==> config.mk <==
export PLATFORM = sky130hd
export DESIGN_NAME = pipe_shifter_flat
export DESIGN_NICKNAME = d
export VERILOG_FILES = /design/src/rtl/pipe_shifter_if.sv /design/src/rtl/pipe_shifter.sv /design/src/flat_wrapper.sv
export SDC_FILE = /design/constraint.sdc
export NUM_CORES = 1
export LEC_CHECK = 0
export ABC_AREA = 1
export CORE_ASPECT_RATIO = 0.9
export CORE_MARGIN = 3
export CORE_UTILIZATION = 40
export DETAILED_ROUTE_END_ITERATION = 8
export GPL_ROUTABILITY_DRIVEN = 0
export PLACE_DENSITY_LB_ADDON = 0.25
export SETUP_SLACK_MARGIN = 0.4
export SLEW_MARGIN = 15
export SYNTH_ARGS = -nofsm -noshare
export SYNTH_HDL_FRONTEND = slang
export SYNTH_SLANG_ARGS = --single-unit
export TNS_END_PERCENT = 10
==> constraint.sdc <==
create_clock -name clk -period 5 [get_ports clk]
set_input_delay 1 -clock clk [delete_from_list [all_inputs] [get_ports clk]]
set_output_delay 1 -clock clk [all_outputs]
set_load 0.005 [all_outputs]
==> src/rtl/pipe_shifter_if.sv <==
// Request/result handshake bundle for pipe_shifter; slave is the shifter side.
interface pipe_shifter_if #(
  parameter int unsigned DATA_WIDTH = 32,
  parameter int unsigned TAG_WIDTH  = 4
);
  localparam int unsigned SHAMT_W = $clog2(DATA_WIDTH);

  logic                  in_valid;
  logic                  in_ready;
  logic [DATA_WIDTH-1:0] A;
  logic [SHAMT_W-1:0]    B;
  logic [2:0]            Shiftop;
  logic [TAG_WIDTH-1:0]  in_tag;
  logic                  out_valid;
  logic                  out_ready;
  logic [DATA_WIDTH-1:0] Result;
  logic [TAG_WIDTH-1:0]  out_tag;

  modport master (
    output in_valid, A, B, Shiftop, in_tag, out_ready,
    input  in_ready, out_valid, Result, out_tag
  );

  modport slave (
    input  in_valid, A, B, Shiftop, in_tag, out_ready,
    output in_ready, out_valid, Result, out_tag
  );
endinterface

==> src/rtl/pipe_shifter.sv <==
// Pipelined barrel shifter (LL/RL/RA/ROL/ROR) with valid/ready on both sides and a pass-through
// tag. Shift levels are spread across PIPE_STAGES registered stages.
module pipe_shifter #(
  parameter int unsigned DATA_WIDTH  = 32,
  parameter int unsigned PIPE_STAGES = 2,
  parameter int unsigned TAG_WIDTH   = 4
) (
  input logic           clk,
  input logic           rst,
  pipe_shifter_if.slave bus
);
  localparam int unsigned SHAMT_W     = $clog2(DATA_WIDTH);
  localparam int unsigned LVL_PER_STG = (SHAMT_W + PIPE_STAGES - 1) / PIPE_STAGES;
  localparam int unsigned LAST        = PIPE_STAGES - 1;

  logic [PIPE_STAGES-1:0] valid_q, valid_d;
  logic [DATA_WIDTH-1:0]  data_q  [PIPE_STAGES];
  logic [DATA_WIDTH-1:0]  data_d  [PIPE_STAGES];
  logic [SHAMT_W-1:0]     shamt_q [PIPE_STAGES];
  logic [SHAMT_W-1:0]     shamt_d [PIPE_STAGES];
  logic [2:0]             op_q    [PIPE_STAGES];
  logic [2:0]             op_d    [PIPE_STAGES];
  logic [TAG_WIDTH-1:0]   tag_q   [PIPE_STAGES];
  logic [TAG_WIDTH-1:0]   tag_d   [PIPE_STAGES];
  logic [PIPE_STAGES:0]   rdy;

  function automatic logic is_reserved(input logic [2:0] op);
    return op[0] && (op != 3'b011);
  endfunction

  // One level of the barrel: shift/rotate by 2^k in the direction given by op.
  function automatic logic [DATA_WIDTH-1:0] shift_level(input logic [DATA_WIDTH-1:0] d,
                                                        input logic [2:0] op,
                                                        input int unsigned k);
    int unsigned n;
    logic signed [DATA_WIDTH-1:0] sd;
    n  = 32'd1 << k;
    sd = d;
    case (op)
      3'b000:  return d << n;
      3'b010:  return d >> n;
      3'b011:  return sd >>> n;
      3'b100:  return (d << n) | (d >> (DATA_WIDTH - n));
      3'b110:  return (d >> n) | (d << (DATA_WIDTH - n));
      default: return '0;
    endcase
  endfunction

  always_comb begin
    rdy              = '0;
    rdy[PIPE_STAGES] = bus.out_ready;
    for (int s = int'(LAST); s >= 0; s--) begin
      rdy[s] = !valid_q[s] | rdy[s+1];
    end
  end

  always_comb begin
    valid_d    = '0;
    valid_d[0] = bus.in_valid;
    data_d[0]  = is_reserved(bus.Shiftop) ? '0 : bus.A;
    shamt_d[0] = bus.B;
    op_d[0]    = bus.Shiftop;
    tag_d[0]   = bus.in_tag;
    for (int s = 1; s < int'(PIPE_STAGES); s++) begin
      valid_d[s] = valid_q[s-1];
      data_d[s]  = data_q[s-1];
      shamt_d[s] = shamt_q[s-1];
      op_d[s]    = op_q[s-1];
      tag_d[s]   = tag_q[s-1];
    end
    // Stage s applies levels s*LVL_PER_STG .. (s+1)*LVL_PER_STG-1 before registering.
    for (int s = 0; s < int'(PIPE_STAGES); s++) begin
      for (int k = 0; k < int'(SHAMT_W); k++) begin
        if ((k / int'(LVL_PER_STG)) == s && shamt_d[s][k]) begin
          data_d[s] = shift_level(data_d[s], op_d[s], k);
        end
      end
    end
  end

  always_ff @(posedge clk or posedge rst) begin
    if (rst) begin
      valid_q <= '0;
      for (int s = 0; s < int'(PIPE_STAGES); s++) begin
        data_q[s]  <= '0;
        shamt_q[s] <= '0;
        op_q[s]    <= '0;
        tag_q[s]   <= '0;
      end
    end else begin
      for (int s = 0; s < int'(PIPE_STAGES); s++) begin
        if (rdy[s]) begin
          valid_q[s] <= valid_d[s];
          if (valid_d[s]) begin
            data_q[s]  <= data_d[s];
            shamt_q[s] <= shamt_d[s];
            op_q[s]    <= op_d[s];
            tag_q[s]   <= tag_d[s];
          end
        end
      end
    end
  end

  assign bus.in_ready  = rdy[0];
  assign bus.out_valid = valid_q[LAST];
  assign bus.Result    = data_q[LAST];
  assign bus.out_tag   = tag_q[LAST];

  // The final stage's shift amount and opcode have no consumer.
  logic unused_last;
  assign unused_last = ^{shamt_q[LAST], op_q[LAST]};
endmodule

==> src/flat_wrapper.sv <==
// flat-port wrapper written by rule: the top's interface ports become plain ports
module pipe_shifter_flat 
#(
  parameter int unsigned DATA_WIDTH  = 32,
  parameter int unsigned PIPE_STAGES = 2,
  parameter int unsigned TAG_WIDTH   = 4
)
  (clk, rst, bus_in_valid, bus_A, bus_B, bus_Shiftop, bus_in_tag, bus_out_ready, bus_in_ready, bus_out_valid, bus_Result, bus_out_tag);
  pipe_shifter_if #(.DATA_WIDTH(DATA_WIDTH), .TAG_WIDTH(TAG_WIDTH)) bus_i ();
  input logic clk;
  input logic rst;
  input wire logic [$bits(bus_i.in_valid)-1:0] bus_in_valid;
  input wire logic [$bits(bus_i.A)-1:0] bus_A;
  input wire logic [$bits(bus_i.B)-1:0] bus_B;
  input wire logic [$bits(bus_i.Shiftop)-1:0] bus_Shiftop;
  input wire logic [$bits(bus_i.in_tag)-1:0] bus_in_tag;
  input wire logic [$bits(bus_i.out_ready)-1:0] bus_out_ready;
  output wire logic [$bits(bus_i.in_ready)-1:0] bus_in_ready;
  output wire logic [$bits(bus_i.out_valid)-1:0] bus_out_valid;
  output wire logic [$bits(bus_i.Result)-1:0] bus_Result;
  output wire logic [$bits(bus_i.out_tag)-1:0] bus_out_tag;
  assign bus_i.in_valid = bus_in_valid;
  assign bus_i.A = bus_A;
  assign bus_i.B = bus_B;
  assign bus_i.Shiftop = bus_Shiftop;
  assign bus_i.in_tag = bus_in_tag;
  assign bus_i.out_ready = bus_out_ready;
  assign bus_in_ready = bus_i.in_ready;
  assign bus_out_valid = bus_i.out_valid;
  assign bus_Result = bus_i.Result;
  assign bus_out_tag = bus_i.out_tag;
  pipe_shifter #(.DATA_WIDTH(DATA_WIDTH), .PIPE_STAGES(PIPE_STAGES), .TAG_WIDTH(TAG_WIDTH)) u_core (.clk(clk), .rst(rst), .bus(bus_i));
endmodule
==> Word-level counts from Yosys, hierarchy flattened <==
Index checks and enable logic that the tools add are counted.
{ "word_totals": {"ff_bits": 82, "latchBits": 0, "ram_bits": 0, "mem_bits_ro": 0, "in_bits": 48, "n_memories": 0} }
{ "classes": {"addsub": 0, "multipliers": 0, "div": 0, "n_lt_le_gt_ge": 0, "n_eq_ne": 9, "shifts": 0, "n_mux": 11, "bitwise_logic": 11, "reduce_logical": 8} }
{ "op_table": {"columns": ["cell", "count"], "rows": [
  ["$pmux 32 s5", 4],
  ["$mux 32", 6],
  ["$pmux 32 s4", 1],
  ["$or 24x32->32", 1],
  ["$or 28x32->32", 1],
  ["$or 30x32->32", 1],
  ["$or 31x32->32", 1],
  ["$or 32x1->32", 1],
  ["$or 32x16->32", 1],
  ["$or 32x2->32", 1],
  ["$or 32x4->32", 1],
  ["$or 32x8->32", 1],
  ["$eq 3x2->1 const B", 4],
  ["$eq 3x3->1 const B", 4],
  ["$logic_not 3->1", 2],
  ["$reduce_and 2->1", 2],
  ["$ne 3x2->1 const B", 1],
  ["$logic_not 1->1", 2],
  ["$or 1x1->1", 2],
  ["$reduce_or 2->1", 1],
  ["$logic_and 1x1->1", 1]
]} }

==> Longest topological paths before layout <==
{ "logic_depth": {"ltp_word": 12, "mapped_depth": 12} }

==> Worst setup path after synthesis <==
Ideal clock, no wire load.
{ "synth_timing": {"path_type": "input-to-reg", "startpoint": "input port bus_B[0]", "endpoint": "register u_core.data_q[48] in the netlist's numbering", "arrival_ns": 2.190, "setup_slack_ns": 2.692, "path_stages": 9, "path_cell_list": "buf_2 > clkbuf_1 > nand3_1 > nand3_1 > nand3_1 > nand3_1 > nand2_1 > a21oi_1 > nor2_1"} }
{ "synth_between": {"elab_chain_cells": 7, "elab_cells_between_ends": 9} }
{ "synth_rtl": {"columns": ["element", "line", "rtl"], "rows": [
  ["from (decl)", "flat_wrapper.sv:14", "input wire logic [$bits(bus_i.B)-1:0] bus_B;"],
  ["$mux 32 (*)", "pipe_shifter.sv:74", "if ((k / int'(LVL_PER_STG)) == s && shamt_d[s][k]) begin"],
  ["$or 30x32->32 or $or 32x2->32 (tied branches)", "pipe_shifter.sv:44, pipe_shifter.sv:43", null],
  ["$pmux 32 s5", "pipe_shifter.sv:39", "case (op)"],
  ["$mux 32 (*)", "pipe_shifter.sv:74", null],
  ["$or 28x32->32 or $or 32x4->32 (tied branches)", "pipe_shifter.sv:44, pipe_shifter.sv:43", null],
  ["$pmux 32 s5", "pipe_shifter.sv:39", null],
  ["$mux 32 (*)", "pipe_shifter.sv:74", null],
  ["to (signal, indexed assignment)", "pipe_shifter.sv:95", "data_q[s] <= data_d[s];"],
  ["to (decl)", "pipe_shifter.sv:17", "logic [DATA_WIDTH-1:0] data_q [PIPE_STAGES];"]
]} }
Every way passes the cells marked *; elsewhere a longest branch is shown, timed or not.
A chain may end at the register's enable or synchronous reset.

==> Final worst setup path <==
{ "layout_timing": {"startpoint": "input port bus_Shiftop[1]", "endpoint": "register u_core.data_q[62] in the netlist's numbering"} }
{ "layout_between": {"elab_chain_cells": 12, "elab_cells_between_ends": 20} }
{ "layout_rtl": {"columns": ["element", "line", "rtl"], "rows": [
  ["from (decl)", "flat_wrapper.sv:15", "input wire logic [$bits(bus_i.Shiftop)-1:0] bus_Shiftop;"],
  ["$ne 3x2->1", "pipe_shifter.sv:28", "return op[0] && (op != 3'b011);"],
  ["$logic_and 1x1->1", "pipe_shifter.sv:28", null],
  ["$mux 32", "pipe_shifter.sv:60", "data_d[0] = is_reserved(bus.Shiftop) ? '0 : bus.A;"],
  ["$or 31x32->32 or $or 32x1->32 (tied branches)", "pipe_shifter.sv:44, pipe_shifter.sv:43", null],
  ["$pmux 32 s5", "pipe_shifter.sv:39", null],
  ["$mux 32", "pipe_shifter.sv:74", null],
  ["$or 30x32->32 or $or 32x2->32 (tied branches)", "pipe_shifter.sv:44, pipe_shifter.sv:43", null],
  ["$pmux 32 s5", "pipe_shifter.sv:39", null],
  ["$mux 32", "pipe_shifter.sv:74", null],
  ["$or 28x32->32 or $or 32x4->32 (tied branches)", "pipe_shifter.sv:44, pipe_shifter.sv:43", null],
  ["$pmux 32 s5", "pipe_shifter.sv:39", null],
  ["$mux 32 (*)", "pipe_shifter.sv:74", null]
]} }
Marks and branches as above.

==> results.md <==
* Outcome: complete, no violations
* I/O pins at 86
* Clk_lat worst skew at 0.34 ns
* Critical Path RT at 5.27 ns
* DP HPWL at 15810 um
* Cell variety after synth at 24
* Sinks on Clock Net at 79
* CP Max Fanout at 38
* Power, Total at 2.667 mW
* Tmin final at 3.415 ns
* Commonest non-fill, non-tap cell in the layout: nand2_1
* Worst-Margin Slew at 1.040 ns
* DP Area at 7562 um2
* Setup CP Type: in2reg
* Num CTS Buffers at 9
* Htree depth at 3
* Hold path depth at 2
* # DRC at 0
* Die width at 144.6 um
* # diodes at 0
* Signal arrival time at the worst endpoint at 3.68 ns
* Post-CTS Setup Inserts at 0
* Clock transition at path regs at 0.06 ns
* CP delay by family, top: buffers and inverters
* Vias post-DR at 7559
* Total wire length at 21710 um
* Async set or reset register ratio after synthesis at 100.0%
* Worst min-delay path category: reg2reg
* Worst path slowest cell: a21oi_4
* Dpl ws at 1.317 ns
* Global Route Usage Sum at 23.19%
* Post-Syn Nets at 1188
* R2R depth at 7
* Core area at 16520 um2
* Layout cells sized above 1 at 7.037%
* Final hold violations at 0
* Clock Tree Root: clkbuf_16
* Critical path's most frequent cell: nand3_1
* Hold buffers post-CTS at 0
* Share of the synthesized area in the top cell type at 28.59%
* Design area at 7858 um2
* Clk_skew at 0.008645 ns
* Commonest non-fill, non-tap cells in the layout: 382 x nand2_1, 189 x nand3_1, 88 x nor2_1
* RSZ-0062 raised after global routing: false
* Cell count after synthesis at 1140
* Post-synthesis register bit count at 79
* Vias per cell at 5.566
* Worst path bufs/invs at 3
* Normalized max-slew margin at 30.54%
* CP Capture Type: register
* Port-buffer cells at 85
* Post-synth EDFFs at 0
* Levels on crit path at 10
* Worst setup margin at 1.585 ns
* Crit-path max cell delay at 0.79 ns
* Final slew viol count at 0
* WL/cell at 15.99 um
* Drt pass-1 iters at 5
* Routed Antenna Nets at 0
* CTS tree: done
* MaxCap Viol Count at 0
* GRT overflow at 0
* Hold Slack at 0.4718 ns
* Largest net degree at the start of global routing at 65
* Syn Area/Cell at 6.065 um2
* Setup Total Neg Slack at 0 ns
* Nets@finish at 1194
* Die ar. at 18900 um2
* Global-route wire length before repair at 35360 um
* Critical path cell sequence: clkdlybuf4s50_1 -> inv_2 -> a21oi_4 -> buf_4 -> nand3_1 -> nand3_2 -> nand3_1 -> nand3_1 -> nand2_1 -> a21oi_2
* Starting Density at 41.86%
* Synthesized cell area at 6914 um2
* LEAKAGE at 3.743 nW
* Max Fclk at 292.8 MHz
* Vias in the first global route at 6883
* Initial antenna violation count at 0
* Clock Path Buffers at 2
* Synth warn at 0
* Layout area overhead at 13.64%
* # setup viols final at 0
* Register area share after synthesis at 28.59%
* Ys flop type: dfrtp_1
* Maximum VDD drop at 0.0001756 V
* Rows at 44
* Area leader, netlist: dfrtp_1
* Power per cell area at 339.4 nW/um2
* Period utilisation layout at 68.30%
* Top cells by area, synth: dfrtp_1 29%, nand2_1 21%, nand3_1 14%, a21oi_1 6.1%, o21ai_0 5.1%
* Post_cts resized at 0
* First DRT Iteration DRCs at 948
* Startpoint type of the worst setup path: primary input
* Die height at 130.7 um
* Layout fillers at 1786
-- kinds of logic after synthesis --
kind of cell / synth area share (%)
flip-flops: 28.59
AO/OA/AOI/OAI: 14.68
AND/OR/NAND/NOR: 44.77
buffers and inverters: 11.96
-- cells in the mapped netlist, types with 2 or more instances --
cell type	number
o22ai_1	24
inv_2	4
inv_1	53
a21oi_1	84
buf_1	9
a21oi_2	4
nor2_1	88
dfrtp_1	79
buf_2	25
clkbuf_1	35
o211ai_2	3
nand4_1	5
clkinv_1	2
nand3_1	189
nand2_1	382
nor3_1	9
nand3_2	26
o21ai_0	70
buf_6	4
buf_4	36
nand2_2	6
-- area by class of cell --
type,count,area (um2),area share (%)
multi-input cells,893,4110,52.31
flip-flops and latches,79,1977,25.16
repair buffers,104,993.5,12.64
well taps,207,259.0,3.296
clock buffers,11,252.7,3.217
inverters,59,222.7,2.834
clock inverters,5,42.54,0.5414
-- metal layers --
| layer | track usage [%] | vias to the layer above | share of wire [%] |
|---|---|---|---|
| met4 | 5.595 | 0 | 1.8 |
| li1 | - | 3740 | - |
| met1 | 33.26 | 3481 | 45 |
| met2 | 35.36 | 307 | 45 |
| met3 | 5.640 | 31 | 8.3 |
| met5 | 0 | - | 0 |
-- tightest hold or removal path: stages (launching register included) --
cell and delay (ns):
dfrtp_1 0.34, nand2_1 0.06, nand2_1 0.05
-- state kept, by name, summed over array words and instances (netlist names) --
| register | flops |
|---|---|
| u_core.data_q | 32 |
| u_core.shamt_d | 2 |
| u_core.valid_q | 2 |
| u_core.bus.out_tag | 4 |
| u_core.op_d | 3 |
| u_core.bus.Result | 32 |
| u_core.tag_d | 4 |
-- through the flow --
stage / cells / util (%)
final: 1358 / 47.58
after global routing: 1358 / 47.58
after CTS: 1358 / 47.58
after detailed placement: 1342 / 45.79
after floorplan: 1140 / -
after global placement: 1342 / 45.79
-- path summary, 6_finish.rpt --
path / from / to / slack [ns]
setup / recovery: bus_Shiftop[1] / u_core.data_q[62]$_DFFE_PP0P_ / 1.58
min in group asynchronous: rst / u_core.data_q[35]$_DFFE_PP0P_ / 1.13
setup reg to reg: u_core.shamt_d[4]$_DFFE_PP0P_ / u_core.bus.Result[8]$_DFFE_PP0P_ / 2.24
hold / removal: u_core.tag_d[2]$_DFFE_PP0P_ / u_core.bus.out_tag[2]$_DFFE_PP0P_ / 0.47
max in group asynchronous: rst / u_core.data_q[42]$_DFFE_PP0P_ / 2.93
hold reg to reg: u_core.tag_d[2]$_DFFE_PP0P_ / u_core.bus.out_tag[2]$_DFFE_PP0P_ / 0.47
-- where the power goes --
part / switching [mW] / internal, mW
combinational: 0.640 / 0.471
sequential: 0.111 / 0.808
clock: 0.270 / 0.367
total: 1.02 / 1.65
(Power assumes the default switching activity.)
